==> src/rtl/mult_seq_ctrl.sv <==
// Sequencer for a shift-add multiplier: buffers operand pairs in a 2-deep FIFO,
// issues load pulses, captures results into a backpressured output register.
module mult_seq_ctrl #(
  parameter int N = 4
) (
  input  logic             clk,
  input  logic             rst_n,
  input  logic             in_valid,
  output logic             in_ready,
  input  logic [N-1:0]     in_a,
  input  logic [N-1:0]     in_b,
  output logic             out_valid,
  input  logic             out_ready,
  output logic [2*N-1:0]   out_p,
  output logic             out_cout,
  output logic             mult_load,
  output logic [N-1:0]     mult_a,
  output logic [N-1:0]     mult_b,
  input  logic             mult_valid,
  input  logic [2*N-1:0]   mult_p,
  input  logic             mult_cout,
  output logic             busy,
  output logic             err
);

  localparam int WD_MAX = 2 * N + 4;
  localparam int WD_W   = $clog2(2 * N + 5);

  typedef enum logic [1:0] {
    IDLE = 2'd0,
    LOAD = 2'd1,
    WAIT = 2'd2
  } state_t;

  state_t            state_reg;
  state_t            state_next;

  logic [N-1:0]      fifo_a_reg [2];
  logic [N-1:0]      fifo_b_reg [2];
  logic              wr_ptr_reg;
  logic              rd_ptr_reg;
  logic [1:0]        count_reg;
  logic [1:0]        entry_we;

  logic [WD_W-1:0]   wd_cnt_reg;
  logic [WD_W-1:0]   wd_cnt_next;
  logic [N-1:0]      mult_a_reg;
  logic [N-1:0]      mult_b_reg;
  logic [2*N-1:0]    out_p_reg;
  logic              out_cout_reg;
  logic              out_valid_reg;
  logic              err_reg;

  logic              push;
  logic              pop;
  logic              capture;
  logic              wd_fire;
  logic              fifo_nempty;
  logic              out_free;

  // in_ready depends only on occupancy and reset, never on in_valid
  assign in_ready    = rst_n & (count_reg < 2'd2);
  assign push        = in_valid & in_ready;
  assign fifo_nempty = (count_reg != 2'd0);
  assign out_free    = ~out_valid_reg | out_ready;

  generate
    for (genvar gi = 0; gi < 2; gi++) begin : gen_entry_we
      assign entry_we[gi] = push & (wr_ptr_reg == 1'(gi));
    end
  endgenerate

  always_comb begin
    state_next  = state_reg;
    wd_cnt_next = wd_cnt_reg;
    pop         = 1'b0;
    capture     = 1'b0;
    wd_fire     = 1'b0;
    mult_load   = 1'b0;
    case (state_reg)
      IDLE: begin
        if (fifo_nempty) begin
          pop        = 1'b1;
          state_next = LOAD;
        end
      end
      LOAD: begin
        mult_load   = 1'b1;
        wd_cnt_next = '0;
        state_next  = WAIT;
      end
      WAIT: begin
        if (mult_valid) begin
          // a full, unconsumed output register stalls here; the multiplier holds its result
          if (out_free) begin
            capture = 1'b1;
            if (fifo_nempty) begin
              pop        = 1'b1;
              state_next = LOAD;
            end else begin
              state_next = IDLE;
            end
          end
        end else if (wd_cnt_reg == WD_W'(WD_MAX - 1)) begin
          wd_fire     = 1'b1;
          wd_cnt_next = '0;
          state_next  = IDLE;
        end else begin
          wd_cnt_next = wd_cnt_reg + 1'b1;
        end
      end
      default: state_next = IDLE;
    endcase
  end

  always_ff @(posedge clk) begin
    if (!rst_n) begin
      state_reg  <= IDLE;
      wd_cnt_reg <= '0;
      err_reg    <= 1'b0;
    end else begin
      state_reg  <= state_next;
      wd_cnt_reg <= wd_cnt_next;
      if (wd_fire) begin
        err_reg <= 1'b1;
      end
    end
  end

  // Payload storage needs no reset; occupancy is tracked by count_reg
  always_ff @(posedge clk) begin
    for (int i = 0; i < 2; i++) begin
      if (entry_we[i]) begin
        fifo_a_reg[i] <= in_a;
        fifo_b_reg[i] <= in_b;
      end
    end
  end

  always_ff @(posedge clk) begin
    if (!rst_n) begin
      wr_ptr_reg <= 1'b0;
      rd_ptr_reg <= 1'b0;
      count_reg  <= 2'd0;
      mult_a_reg <= '0;
      mult_b_reg <= '0;
    end else begin
      if (push) begin
        wr_ptr_reg <= ~wr_ptr_reg;
      end
      if (pop) begin
        rd_ptr_reg <= ~rd_ptr_reg;
        mult_a_reg <= fifo_a_reg[rd_ptr_reg];
        mult_b_reg <= fifo_b_reg[rd_ptr_reg];
      end
      case ({push, pop})
        2'b10:   count_reg <= count_reg + 2'd1;
        2'b01:   count_reg <= count_reg - 2'd1;
        default: count_reg <= count_reg;
      endcase
    end
  end

  always_ff @(posedge clk) begin
    if (!rst_n) begin
      out_valid_reg <= 1'b0;
      out_p_reg     <= '0;
      out_cout_reg  <= 1'b0;
    end else if (capture) begin
      out_valid_reg <= 1'b1;
      out_p_reg     <= mult_p;
      out_cout_reg  <= mult_cout;
    end else if (out_ready) begin
      out_valid_reg <= 1'b0;
    end
  end

  assign out_valid = out_valid_reg;
  assign out_p     = out_p_reg;
  assign out_cout  = out_cout_reg;
  assign mult_a    = mult_a_reg;
  assign mult_b    = mult_b_reg;
  assign err       = err_reg;
  assign busy      = rst_n & ((state_reg != IDLE) | fifo_nempty);

endmodule
==> config.mk <==
export PLATFORM = sky130hd
export DESIGN_NAME = mult_seq_ctrl
export DESIGN_NICKNAME = d
export VERILOG_FILES = /design/src/rtl/mult_seq_ctrl.sv
export SDC_FILE = /design/constraint.sdc
export NUM_CORES = 1
export LEC_CHECK = 0
export ABC_AREA = 1
export CORE_ASPECT_RATIO = 1.5
export CORE_MARGIN = 3
export CORE_UTILIZATION = 48
export DETAILED_ROUTE_END_ITERATION = 6
export PLACE_DENSITY = 0.87
export SYNTH_ARGS = -nofsm -noshare
export SYNTH_HDL_FRONTEND = slang
export SYNTH_SLANG_ARGS = --single-unit
==> constraint.sdc <==
create_clock -name clk -period 1.97 [get_ports clk]
set_input_delay 0.394 -clock clk [delete_from_list [all_inputs] [get_ports clk]]
set_output_delay 0.394 -clock clk [all_outputs]
set_load 0.01 [all_outputs]
After elaboration in Yosys (flattened, before gate mapping)
Memory sizes are Yosys's and may differ from the RTL's. A register that Yosys moved wholly into a read port is not among the register bits.
Cells that the tools add are included.
{ "word_totals": {"word_cells": 79, "ff_bits": 21, "mem_count": 2, "ramBits": 16} }
{ "classes": {"magnitude_cmp": 1, "n_bitwise": 10, "eq_ne": 9, "reduce_logical": 12, "add_sub_neg": 3, "mux": 33} }
{ "memory_table": {"columns": ["name", "depth", "word_bits", "read_ports", "rd_ports_with_merged_regs", "write_ports", "line", "text"], "rows": [
  ["fifo_a_reg", 2, 4, 1, 1, 1, "38", "logic [N-1:0] fifo_a_reg [2];"],
  ["fifo_b_reg", 2, 4, 1, 1, 1, "39", "logic [N-1:0] fifo_b_reg [2];"]
]} }
{ "ops": {"columns": ["op", "n"], "rows": [
  ["two-way mux 1 bit", 21],
  ["two-way mux 4 bit", 4],
  ["nonzero test 2 bit", 5],
  ["two-way mux 2 bit", 4],
  ["case mux 4 bit (2 select lines)", 1],
  ["OR reduction 4 bit", 2],
  ["inequality test 3 bit, second input constant", 2],
  ["case mux 2 bit (3 select lines)", 1],
  ["AND 1 bit", 5],
  ["adder 4 x 1 -> 4 bit, second input constant", 1],
  ["== test 2 x 1 -> 1 bit, second input constant", 2],
  ["== test 2 bit, second input constant", 2],
  ["== test 4 bit, second input constant", 1],
  ["inequality test 2 bit, second input constant", 2],
  ["case mux 2 bit (2 select lines)", 1],
  ["inverter 1 bit", 3],
  ["AND reduction 3 bit", 1],
  ["adder 2 x 1 -> 2 bit, second input constant", 1],
  ["logical NOT 1 bit", 2],
  ["logical NOT 2 bit", 1],
  ["< comparator 2 bit, second input constant", 1],
  ["OR 1 bit", 2],
  ["case mux 1 bit (2 select lines)", 1],
  ["AND reduction 2 bit", 1],
  ["subtractor 2 x 1 -> 2 bit, second input constant", 1]
]} }

Longest topological paths before layout
Gate-level depths: netlist (run 1).
{ "depth": {"depth_word": 8, "ltp_mapped": 10} }

Worst setup path before layout (run 1)
Ideal clock, no wire load.
{ "synth_path": {"kind": "input -> register", "start": "input rst_n", "end": "register count_reg[1]", "required_ps": 1854, "arrival_ps": 1478, "setup_ps": 116, "path_slack_ps": 375, "path_stages": 8, "path_cell_list": "inv_2 > nor2_1 > nand2_1 > ha_1 > a21oi_1 > o21ai_0 > xor2_1 > nor2_1"} }
{ "synth_via": {"elab_chain_cells": 4} }
{ "synth_lines": {"columns": ["element", "line", "text"], "rows": [
  ["from (decl)", "7", "input logic rst_n,"],
  ["AND 1 bit *", "62", "assign in_ready = rst_n & (count_reg < 2'd2);"],
  ["named net in_ready", "9", "output logic in_ready,"],
  ["AND 1 bit *", "63", "assign push = in_valid & in_ready;"],
  ["== test 2 x 1 -> 1 bit / == test 2 bit (equally long branches)", "156", "case ({push, pop})"],
  ["case mux 2 bit (2 select lines) / nonzero test 2 bit (equally long branches)", null, null],
  ["to (signal assigned)", "157", "2'b10: count_reg <= count_reg + 2'd1;"],
  ["to (signal assigned)", "158", "2'b01: count_reg <= count_reg - 2'd1;"],
  ["to (signal assigned)", "159", "default: count_reg <= count_reg;"],
  ["to (decl)", "42", "logic [1:0] count_reg;"]
]} }
Mark *: on every way through the listed nets, which the timed path passes. The rest lies on a longest branch.
A chain may end at the register's enable or synchronous reset.

Worst setup path in the final report (run 1)
{ "layout_path": {"start": "register state_reg[0]", "end": "output mult_load"} }
{ "layout_via": {"elab_chain_cells": 2} }
{ "layout_lines": {"columns": ["element", "line", "text"], "rows": [
  ["from (decl)", "35", "state_t state_reg;"],
  ["from (signal assigned)", "122", "state_reg <= state_next;"],
  ["== test 2 x 1 -> 1 bit", "80", "case (state_reg)"],
  ["two-way mux 1 bit", "80", null],
  ["to (decl)", "16", "output logic mult_load,"]
]} }
Every way passes these cells.

==> results.sh, run 1 <==
export IMPL_port_buffers=43
export IMPL_seq_area_frac_synth_pct=57.8
export IMPL_ys_seq_elements=45
export IMPL_cts_buffers_inserted=5
export IMPL_post_route_cells_drive_above_1_share_pct=14.1
export IMPL_antenna_found_initial=0
export IMPL_cp_max_fo=6
export IMPL_clockRootBuffer="clkbuf_8"
export IMPL_yosysWarnings=0
export IMPL_fin_tns_setup_ns=0
export IMPL_finClkSkew_ns=0.00815
export IMPL_via_count=1491
export IMPL_drc=0
export IMPL_die_h_um=81.7
export IMPL_synth_avg_cell_area_um2=9.17
export IMPL_n_antenna_cell=0
export IMPL_cts_tree="yes"
export IMPL_synth_area_um2=1830
export IMPL_crit_required_ns=1.58
export IMPL_leakage_uw=0.000956
export IMPL_dp_slack_ns=-0.112
export IMPL_grt_use_met1_pct=16.9
export IMPL_max_freq_ghz=0.531
export IMPL_crit_slowest_cell="clkdlybuf4s50_1"
export IMPL_min_path_type="reg2reg"
export IMPL_drt_iter0_markers=18
export IMPL_top_usage_layer="met2"
export IMPL_clk_pin_slew_ns=0.07
export IMPL_critPathArrivalTime_ns=1.49
export IMPL_rrSetupSlack_ns=0.36
export IMPL_finalSetupViolCount=0
export IMPL_grt_use_total_pct=16.7
export IMPL_final_hold_viol_count=0
export IMPL_nets=279
export IMPL_grt_pass1_wl_um=6010
export IMPL_crit_path_end_kind="primary output"
export IMPL_start_util_pct=51.7
export IMPL_core_area_um2=3550
export IMPL_final_cell_mix="nor2_1, clkdlybuf4s50_1, nand2_1"
export IMPL_die_x_um=56.5
export IMPL_period_share_pct=95.6
export IMPL_wire_per_inst_um=12.4
export IMPL_fin_crit_ns=1.88
export IMPL_path_delay_family="buffers and inverters"
export IMPL_dr_pass1_iters=4
export IMPL_worst_path_buf_inv=2
export IMPL_clockBufferDepth=2
export IMPL_areaGrowthSynthToFinish_pct=32.9
export IMPL_synth_distinct_cells=24
export IMPL_worst_slew_pin_slew_ns=0.332
export IMPL_grt_max_degree=21
export IMPL_ios=44
export IMPL_cts_hold_buf=0
export IMPL_h_tree_depth=2
export IMPL_dieArea_um2=4610
export IMPL_slew_headroom_pct=77.7
export IMPL_overflow=0
export IMPL_syn_inst=200
export IMPL_status="finished, final reports clean"
export IMPL_max_stage_delay_ns=0.52
export IMPL_place_area_um2=2360
export IMPL_drv_slew=0
export IMPL_use_met2_pct=31.6
export IMPL_final_core_util_pct=68.8
export IMPL_routed_wl_um=3680
export IMPL_vdd_drop_max_uv=1010
export IMPL_p_per_area_nw_per_um2=1280
export IMPL_critPathKind="reg2out"
export IMPL_synth_fp_nets=224
export IMPL_rows=26
export IMPL_post_dp_hpwl_um=2630
export IMPL_clk_latency_ns=0.29
export IMPL_grt_pass1_vias=1458
export IMPL_grt_met3_usage_pct=4.25
export IMPL_worst_slack_ns=0.0867
export IMPL_stdcell_area_um2=2440
export IMPL_start_kind="flip-flop"
export IMPL_clock_sinks=45
export IMPL_antenna_left=0
export IMPL_avgViaCountPerCell=5.00
export IMPL_fillCellCount=265
export IMPL_finalWeightedCongestion=0.817
export IMPL_cap_violations=0
export IMPL_path_cells="nand2_1, inv_1, clkdlybuf4s50_1"
export IMPL_rsz0062_at_grt="false"
## routing by layer
metal / share of wire [%] / up-vias
li1: - / 766
met1: 39 / 684
met2: 55 / 35
met3: 4.5 / 6
met4: 1.8 / 0
met5: 0 / -
## tightest hold or removal path, cell delays in order (launching register included)
cell	delay, ns
dfxtp_1	0.33
nand2_1	0.07
a21oi_1	0.05
## final timing paths
check	start	endpoint	cells after the start
setup / recovery	state_reg[0]	mult_load	3
hold / removal	wd_cnt_reg[1]	wd_cnt_reg[1]	2
setup reg to reg	state_reg[0]	count_reg[1]	10
hold reg to reg	wd_cnt_reg[1]	wd_cnt_reg[1]	2
## through the flow
stage / hold slack (ns) / power (µW) / cells
2_1_floorplan: 0.456 / 2100 / 200
3_3_place_gp: 0.461 / 2560 / 290
3_5_place_dp: 0.474 / 2620 / 290
4_1_cts: 0.491 / 3160 / 298
5_1_grt: 0.515 / 3340 / 298
6_report: 0.486 / 3130 / 298
## cells by family after synthesis
family / Yosys count / share of synthesized area (%)
AND/OR/NAND/NOR: 93 / 20.7
flip-flops: 45 / 57.8
AO/OA/AOI/OAI: 36 / 13.2
buffers and inverters: 20 / 5.05
XOR/XNOR: 4 / 1.91
adder cells (fa/ha/maj): 2 / 1.36
## repair_timing
action	4_1_cts	5_1_grt
gates resized for setup	2	0
setup endpoints to repair	2	0
setup buffers	0	0
hold endpoints to repair	0	0
## cell usage after synthesis
cell	n	area share, %
nor2_1	41	8.4
nand2_1	34	7.0
dfxtp_1	29	32
edfxtp_1	16	26
nand3_1	11	3.0
o21ai_1	9	2.5
a21boi_0	8	3.3
a21oi_1	8	2.2
a21oi_2	8	3.8
inv_1	8	1.6
inv_2	5	1.0
nor2_2	3	1.0
xor2_1	3	1.4
buf_2	2	0.55
buf_6	2	1.2
clkbuf_1	2	0.41
ha_1	2	1.4
nand2_2	2	0.68
o21ai_0	2	0.55
clkinv_1	1	0.20
nand4_1	1	0.34
nor3_1	1	0.27
o21ai_4	1	0.89
xnor2_1	1	0.48
## layout make-up
| cell class | instances | area (µm²) | area share [%] |
|---|---|---|---|
| flip-flops and latches | 45 | 1060 | 43.5 |
| repair buffers | 54 | 510 | 20.9 |
| clock inverters | 1 | 5.00 | 0.205 |
| well taps | 42 | 52.6 | 2.15 |
| multi-input cells | 135 | 681 | 27.9 |
| clock buffers | 7 | 76.3 | 3.13 |
| inverters | 14 | 52.6 | 2.15 |
## power by group
group / internal [µW] / total, µW / switching (µW) / leakage (µW)
Combinational: 643 / 1290 / 651 / 0.000530
Clock: 249 / 532 / 283 / 0.0000422
Sequential: 1160 / 1310 / 150 / 0.000384
(Power assumes the default switching activity.)
==> run 2: changes to the inputs <==
clock period = 2.15 ns   (was 1.97 ns; I/O delays follow)
==> run 2 against run 1 <==
  * Clock skew decreased by 0.0027 ns
  * Die area did not move
  * Highest routed layer unchanged
  * Via count fell by 1.1%
  * Final cell count is 0.67% lower
  * Setup slack gained 0.15 ns
  * Register-to-register slack better by 0.11 ns
  * Hold slack worse by 0.00056 ns
  * Critical endpoint unchanged
==> results.sh, run 2 (synthesis gave the netlist of run 1 again) <==
export IMPL_cts_buffers_inserted=5
export IMPL_crit_path_end_kind="primary output"
export IMPL_die_h_um=81.7
export IMPL_clk_pin_slew_ns=0.08
export IMPL_postCtsSetupBuffers=0
export IMPL_dr_pass1_iters=4
export IMPL_post_route_cells_drive_above_1_share_pct=14.2
export IMPL_instances_no_fill=296
export IMPL_rrSetupSlack_ns=0.47
export IMPL_path_cells="nand2_1, inv_1, clkdlybuf4s50_1"
export IMPL_path_delay_family="buffers and inverters"
export IMPL_vdd_drop_max_uv=836
export IMPL_cts_tree="yes"
export IMPL_start_util_pct=51.7
export IMPL_dp_cells=288
export IMPL_grt_pass1_wl_um=6100
export IMPL_grt_pass1_vias=1445
export IMPL_leakage_uw=0.000965
export IMPL_dieArea_um2=4610
export IMPL_reg2reg_to="count_reg[1]"
export IMPL_finalSetupViolCount=0
export IMPL_cap_violations=0
export IMPL_overflow=0
export IMPL_grt_use_total_pct=17.2
export IMPL_fin_crit_ns=1.91
export IMPL_nets=277
export IMPL_wire_per_inst_um=12.1
export IMPL_final_hold_viol_count=0
export IMPL_p_comb_share_pct=40.1
export IMPL_grt_max_degree=21
export IMPL_fillCellCount=252
export IMPL_h_tree_depth=2
export IMPL_finClkSkew_ns=0.00543
export IMPL_p_per_area_nw_per_um2=1160
export IMPL_n_antenna_cell=0
export IMPL_reg2regPathDepth=10
export IMPL_worst_path_buf_inv=2
export IMPL_start_kind="flip-flop"
export IMPL_worst_slack_ns=0.236
export IMPL_crit_required_ns=1.72
export IMPL_cts_hold_buf=0
export IMPL_via_count=1475
export IMPL_hold_start="out_p[7]"
export IMPL_worst_slew_pin_slew_ns=0.324
export IMPL_antenna_left=0
export IMPL_clkPwrFrac_pct=17.6
export IMPL_post_dp_hpwl_um=2680
export IMPL_routed_wl_um=3590
export IMPL_port_buffers=43
export IMPL_clockBufferDepth=2
export IMPL_crit_slowest_cell="clkdlybuf4s50_1"
export IMPL_fin_tns_setup_ns=0
export IMPL_seq_power_share_pct=42.3
export IMPL_p_switching_uw=985
export IMPL_slew_headroom_pct=78.2
export IMPL_areaGrowthSynthToFinish_pct=32.8
export IMPL_clock_sinks=45
export IMPL_drt_iter0_markers=22
export IMPL_rsz0062_at_grt="false"
export IMPL_r2r_start="state_reg[0]"
export IMPL_clk_latency_ns=0.30
export IMPL_avgViaCountPerCell=4.98
export IMPL_max_stage_delay_ns=0.52
export IMPL_finalWeightedCongestion=0.781
export IMPL_cp_max_fo=6
export IMPL_critPathKind="reg2out"
export IMPL_min_path_type="reg2reg"
export IMPL_switching_share_pct=34.8
export IMPL_min_to="out_p[7]"
export IMPL_min_path_cells=2
export IMPL_final_cell_mix="nor2_1, clkdlybuf4s50_1, nand2_1"
export IMPL_internal_power_uw=1850
export IMPL_ios=44
export IMPL_core_area_um2=3550
export IMPL_max_freq_ghz=0.522
export IMPL_die_x_um=56.5
export IMPL_period_share_pct=89.0
export IMPL_drc=0
export IMPL_critPathArrivalTime_ns=1.48
export IMPL_clockRootBuffer="clkbuf_8"
export IMPL_dp_slack_ns=0.00157
export IMPL_antenna_found_initial=0
export IMPL_status="finished, final reports clean"
export IMPL_drv_slew=0
export IMPL_rows=26
==> run 2: cell count changes in the layout (fill, tap and decap cells not counted) <==
cell            change
dlymetal6s2s_1      +2
clkinvlp_4          +1
buf_4               -2
clkinvlp_2          +1
dlygate4sd2_1       -2
clkbuf_1            -2
==> run 2: what timing repair did <==
item                                   4_1_cts  5_1_grt
setup endpoints to repair                    0        2
gates resized for setup                      0        2
endpoints found under the hold margin        0        0
==> run 2: worst register-to-register path, cell delays in order, from the launching register on <==
cell	delay [ns]
dfxtp_1	0.46
inv_2	0.05
nand2_2	0.08
o21ai_4	0.07
nand2_2	0.09
inv_1	0.05
ha_1	0.32
a21oi_1	0.13
o21ai_0	0.12
xor2_1	0.16
nor2_1	0.10
==> run 2: worst max-delay path by stage <==
| stage | endpoint | from | cells past startpoint | slack [ns] |
|---|---|---|---|---|
| 6_report | mult_load | state_reg[0] | 3 | 0.24 |
| 5_1_grt | mult_load | state_reg[0] | 3 | 0.14 |
| 4_1_cts | busy | rst_n | 4 | 0.002 |
| 3_5_place_dp | busy | rst_n | 4 | 0.002 |
| 3_3_place_gp | busy | rst_n | 4 | 0.02 |
| 2_1_floorplan | count_reg[1] | rst_n | 8 | 0.52 |
==> run 2: area by class of cell <==
type	count	area [µm²]	share of cell area (%)
Timing Repair Buffer	52	503	20.6
Clock buffer	5	68.8	2.82
Sequential cell	45	1060	43.6
Tap cell	42	52.6	2.16
Inverter	14	52.6	2.16
Clock inverter	3	17.5	0.719
Multi-Input combinational cell	135	681	27.9
==> run 2: power groups by stage <==
stage	logic, µW	registers (µW)	clock network, µW
after CTS	1150	1200	516
after floorplan	691	1230	0
after global placement	1100	1210	0
final	1130	1200	499
after global routing	1260	1220	545
after detailed placement	1150	1220	0
==> run 2: per-stage QoR <==
stage | cell area (µm²) | power (µW) | util (%) | hold slack [ns]
2_1_floorplan | 1830 | 1920 | - | 0.456
3_3_place_gp | 2340 | 2310 | 66.1 | 0.461
3_5_place_dp | 2340 | 2360 | 66.1 | 0.473
4_1_cts | 2430 | 2870 | 68.6 | 0.489
5_1_grt | 2440 | 3030 | 68.7 | 0.507
6_report | 2440 | 2830 | 68.7 | 0.486
==> run 2: per-layer routing <==
metal | GRT usage [%] | vias to the layer above | part of all wire [%]
met5 | 0 | - | 0
met4 | 9.50 | 0 | 3.0
met3 | 5.19 | 9 | 4.6
met2 | 31.0 | 39 | 53
met1 | 17.7 | 668 | 39
li1 | - | 759 | -
==> run 3: changes to the inputs <==
TNS_END_PERCENT = 30   (was not set)
==> results of run 3 <==
Same layout as run 2: the final DEF is identical, and so are final timing and power.
==> variant 1, RTL diff (settings of run 3) <==
The parameter `N` goes from 4 to 8.
--- a/src/rtl/mult_seq_ctrl.sv
+++ b/src/rtl/mult_seq_ctrl.sv
@@ -3,3 +3,3 @@
 module mult_seq_ctrl #(
-  parameter int N = 4
+  parameter int N = 8
 ) (
Ports: changed (6 resized); port bits go from 44 to 76. No check against the original RTL was run, so the function may have changed too.
==> variant 1 against run 3 <==
Sequential power up 72%. Non-clock buffer count up 31. Worst setup slack got worse by 0.085 ns. Sequential share of layout area is 1.8 points higher. Area after synthesis up 68%. Sequential cell count grew 33. Total power up 80%. Global-route usage shrank 0.18 points. Routed wire length grew 71%. Final cell count increased by 61%. Final area rose by 70%.
==> variant 1: results (changes against run 3) <==
* Status: finished, final reports clean
* DP Cell Count at 462 (+60%)
* First-pass GRT wire length at 10000 um (+64%)
* PortBufs at 75 (+74%)
* EDFF count, synth at 32 (+16)
* Largest net degree at the start of global routing at 38 (+81%)
* GPL Wtd Cong at 0.787 (+0.77%)
* Number of global-route vias before repair at 2288 (+58%)
* Avg Inst Size Synth at 9.61 um2 (+4.8%)
* Dpl hpwl at 4350 um (+62%)
* Seq/Total Area, Yosys at 61.2% (+3.3 points)
* Synth Area in Adders at 0.813% (-0.55 points)
* Place WS at -0.0252 ns (-0.0268 ns)
* Vias at 2390 (+62%)
* Synth warn at 0 (unchanged)
* Lkg Pwr at 1.58 nW (+64%)
* Largest cells by area after synthesis: edfxtp_1 31%, dfxtp_1 30%, nor2_1 7.8%, nand2_1 6.3%, a21oi_1 4.1%
* Fill cells at 475 (+88%)
* Post-synthesis xor/xnor area fraction at 1.14% (-0.77 points)
* Worst clock skew at 0.0109 ns (+0.00545 ns)
* Vias per cell at 5.00 (+0.34%)
* Clock Latency Late Sink at 0.35 ns (+0.05 ns)
* Share of layout cells above drive strength 1 at 8.66% (-5.5 points)
* Number of distinct library cells after synthesis at 25 (+4.2%)
* Worst-path fanout max at 5 (-1)
* Drt initial violations at 161 (+630%)
* Post-synthesis mux area share at 0% (unchanged)
* Synth cell count leaders: 64 x nor2_1, 52 x nand2_1, 46 x dfxtp_1, 32 x edfxtp_1, 25 x a21oi_1
* Max H-tree Level at 3 (+1)
* Total wire length at 6140 um (+71%)
* Total track usage at 17.0% (-0.18 points)
* Compound-Gate Fraction of Synth Area at 11.8% (-1.4 points)
* Maximum vdd drop at 0.778 mV (-6.9%)
* Worst path arrival time at 1.57 ns (+0.09 ns)
* Final net count at 439 (+58%)
* Total CTS buffers at 9 (+4)
* Syn Nets at 360 (+61%)
variant 1: cell count changes in the layout (fill, tap and decap cells not counted), sizes merged, moves of 6 or more:
cell | before | now
a21boi | 8 | 16
nand2 | 36 | 54
clkbuf | 5 | 11
edfxtp | 16 | 32
dfxtp | 29 | 46
a21oi | 16 | 25
nand3 | 11 | 21
nor2 | 44 | 68
o21ai | 12 | 21
clkdlybuf4s50 | 41 | 73
variant 1: timing repair:
action | 4_1_cts | 5_1_grt
hold buffers | 0 | 0
endpoints found under the hold margin | 0 | 0
pin swaps | 0 | 0
gates resized for setup | 1 | 1
setup endpoints to repair | 1 | 1
variant 1: worst paths after layout:
path                      from      endpoint  slack (ns)  depth (start not counted)
setup reg to reg  count_reg[1]  count_reg[1]        0.47                          9
hold reg to reg       out_cout      out_cout        0.49                          2
hold / removal        out_cout      out_cout        0.49                          2
setup / recovery  state_reg[0]     mult_load        0.15                          3
variant 1: report_power, final:
| group | leakage [nW] | switching, mW | total (mW) | internal [mW] |
|---|---|---|---|---|
| registers | 0.669 | 0.208 | 2.06 | 1.85 |
| logic | 0.781 | 0.889 | 1.75 | 0.862 |
| clock network | 0.128 | 0.511 | 1.30 | 0.790 |
| total | 1.58 | 1.61 | 5.11 | 3.50 |
variant 1: area by class of cell:
type / count / area (um2) / share of cell area [%]
repair buffers: 83 / 837 / 20.2
clock inverters: 5 / 75.1 / 1.81
clock buffers: 11 / 174 / 4.20
well taps: 74 / 92.6 / 2.23
multi-input cells: 212 / 1020 / 24.7
flip-flops and latches: 78 / 1880 / 45.4
inverters: 15 / 61.3 / 1.48
variant 1: metal layers:
layer  GRT usage [%]  share of wire, %
met1            18.2                39
met2            29.3                51
met5               0                 0
met4            7.39               2.4
met3            6.48               7.1
==> variant 2, RTL diff (flow settings as in run 3) <==
Without the edit above. Re-encode `state_t` (3 states) as one-hot, 3 bits wide.
--- a/src/rtl/mult_seq_ctrl.sv
+++ b/src/rtl/mult_seq_ctrl.sv
@@ -28,6 +28,6 @@
 
-  typedef enum logic [1:0] {
-    IDLE = 2'd0,
-    LOAD = 2'd1,
-    WAIT = 2'd2
+  typedef enum logic [2:0] {
+    IDLE = 3'b001,
+    LOAD = 3'b010,
+    WAIT = 3'b100
   } state_t;
Formal check against the unedited RTL: same outputs for any inputs over 10 cycles, from zero or initial values and one cycle with rst_n low; not proved beyond that.
==> variant 2 against run 3 <==
Worst hold slack worse by 0.0093 ns. Routed wire length up 9.0%. Total power up 4.2%. Final area up 6.5%. Sequential cell count up 1. Worst setup slack worse by 0.051 ns. Area after synthesis up 7.8%. Largest power group unchanged. Highest routed layer unchanged.
==> variant 2: results (changes against run 3) <==
* GPL Wtd Cong at 0.718 (-8.0%)
* Clk buf depth at 2 (unchanged)
* Post-route design area at 2590 um2 (+6.5%)
* Syn Nets at 256 (+14%)
* Largest net degree at the start of global routing at 24 (+14%)
* Fraction of registers with async set/reset at 0% (unchanged)
* Worst clock skew at 0.0128 ns (+0.00739 ns)
* Clock Latency Late Sink at 0.30 ns (about the same)
* Total wire length at 3910 um (+9.0%)
* Total CTS buffers at 5 (unchanged)
* Slew HR at 81.7% (+3.4 points)
* First-pass GRT wire length at 6620 um (+8.6%)
* Share of layout cells above drive strength 1 at 12.7% (-1.5 points)
* Total track usage at 17.6% (+0.33 points)
* Lkg Pwr at 1.13 nW (+17%)
* Maximum vdd drop at 0.768 mV (-8.1%)
* # diodes at 0 (unchanged)
* Largest cells by area after synthesis: dfxtp_1 30%, edfxtp_1 24%, nor2_1 9.3%, nand2_1 8.5%, nand3_2 5.1%
* Seq/Total Area, Yosys at 54.7% (-3.2 points)
* Synth cell count leaders: 49 x nor2_1, 45 x nand2_1, 30 x dfxtp_1, 19 x inv_1, 16 x edfxtp_1
* Placed instance area at 2480 um2 (+5.8%)
* Max H-tree Level at 2 (unchanged)
* Cells after Synth at 232 (+16%)
* Dpl hpwl at 2860 um (+6.9%)
* Clk slew on worst S/H paths at 0.09 ns
* Place WS at -0.00983 ns (-0.0114 ns)
* Final net count at 307 (+11%)
* Worst-path fanout max at 4 (-2)
* Int Power at 1.95 mW (+5.6%)
* Setup repair bufs after CTS at 0 (unchanged)
* Status: finished, final reports clean
* Fill cells at 302 (+20%)
* Drt initial violations at 46 (+110%)
* Worst hold path type: flip-flop to flip-flop
* Synth warn at 0 (unchanged)
* DP Cell Count at 321 (+11%)
* Vias per cell at 4.99 (+0.22%)
* Worst path arrival time at 1.54 ns (+0.06 ns)
* Number of global-route vias before repair at 1482 (+2.6%)
* DR WL/cell at 11.9 um (-1.9%)
[variant 2: per-layer routing]
layer | vias up | track usage, % | part of all wire, %
met4 | 0 | 8.65 | 1.7
met3 | 5 | 5.38 | 4.4
li1 | 843 | - | -
met1 | 755 | 18.9 | 39
met2 | 40 | 30.1 | 55
met5 | - | 0 | 0
[variant 2: power groups by stage]
stage	clock [mW]	combinational (mW)	sequential, mW
final	0.624	1.13	1.19
after CTS	0.638	1.14	1.19
after global routing	0.672	1.27	1.22
after global placement	0	1.09	1.20
after floorplan	0	0.729	1.22
after detailed placement	0	1.13	1.21
[variant 2: kinds of logic (layout without fill, tap and decap cells)]
| group | after synthesis | count (layout) | share of synthesized area, % |
|---|---|---|---|
| simple gates | 121 | 121 | 28.4 |
| flops | 46 | 46 | 54.7 |
| buf+inv | 31 | 83 | 7.03 |
| compound gates | 29 | 29 | 7.34 |
| xor+xnor | 3 | 3 | 1.33 |
| fa+ha+maj | 2 | 2 | 1.27 |
[variant 2: final timing paths]
path	startpoint	to	slack, ns	depth (start not counted)
worst max-delay path	state_reg[0]	mult_load	0.18	4
worst min-delay path	err	err	0.48	2
worst max register to register	count_reg[1]	count_reg[1]	0.46	9
worst min register to register	err	err	0.48	2
[variant 2: critical path, cell delays in order (launching register included)]
cell and delay, ns:
dfxtp_1 0.35, inv_1 0.07, nand3_1 0.16, inv_1 0.11, clkdlybuf4s50_1 0.54
[variant 2: final cells by class]
type,instances,share of cell area [%]
flip-flops and latches,46,41.7
multi-input cells,155,29.3
repair buffers,52,19.2
inverters,23,3.42
clock buffers,5,2.65
well taps,45,2.17
clock inverters,3,1.54
[variant 2: timing repair]
action | CTS | global route
hold buffers | 0 | 0
gates resized for setup | 1 | 2
setup endpoints to repair | 1 | 1
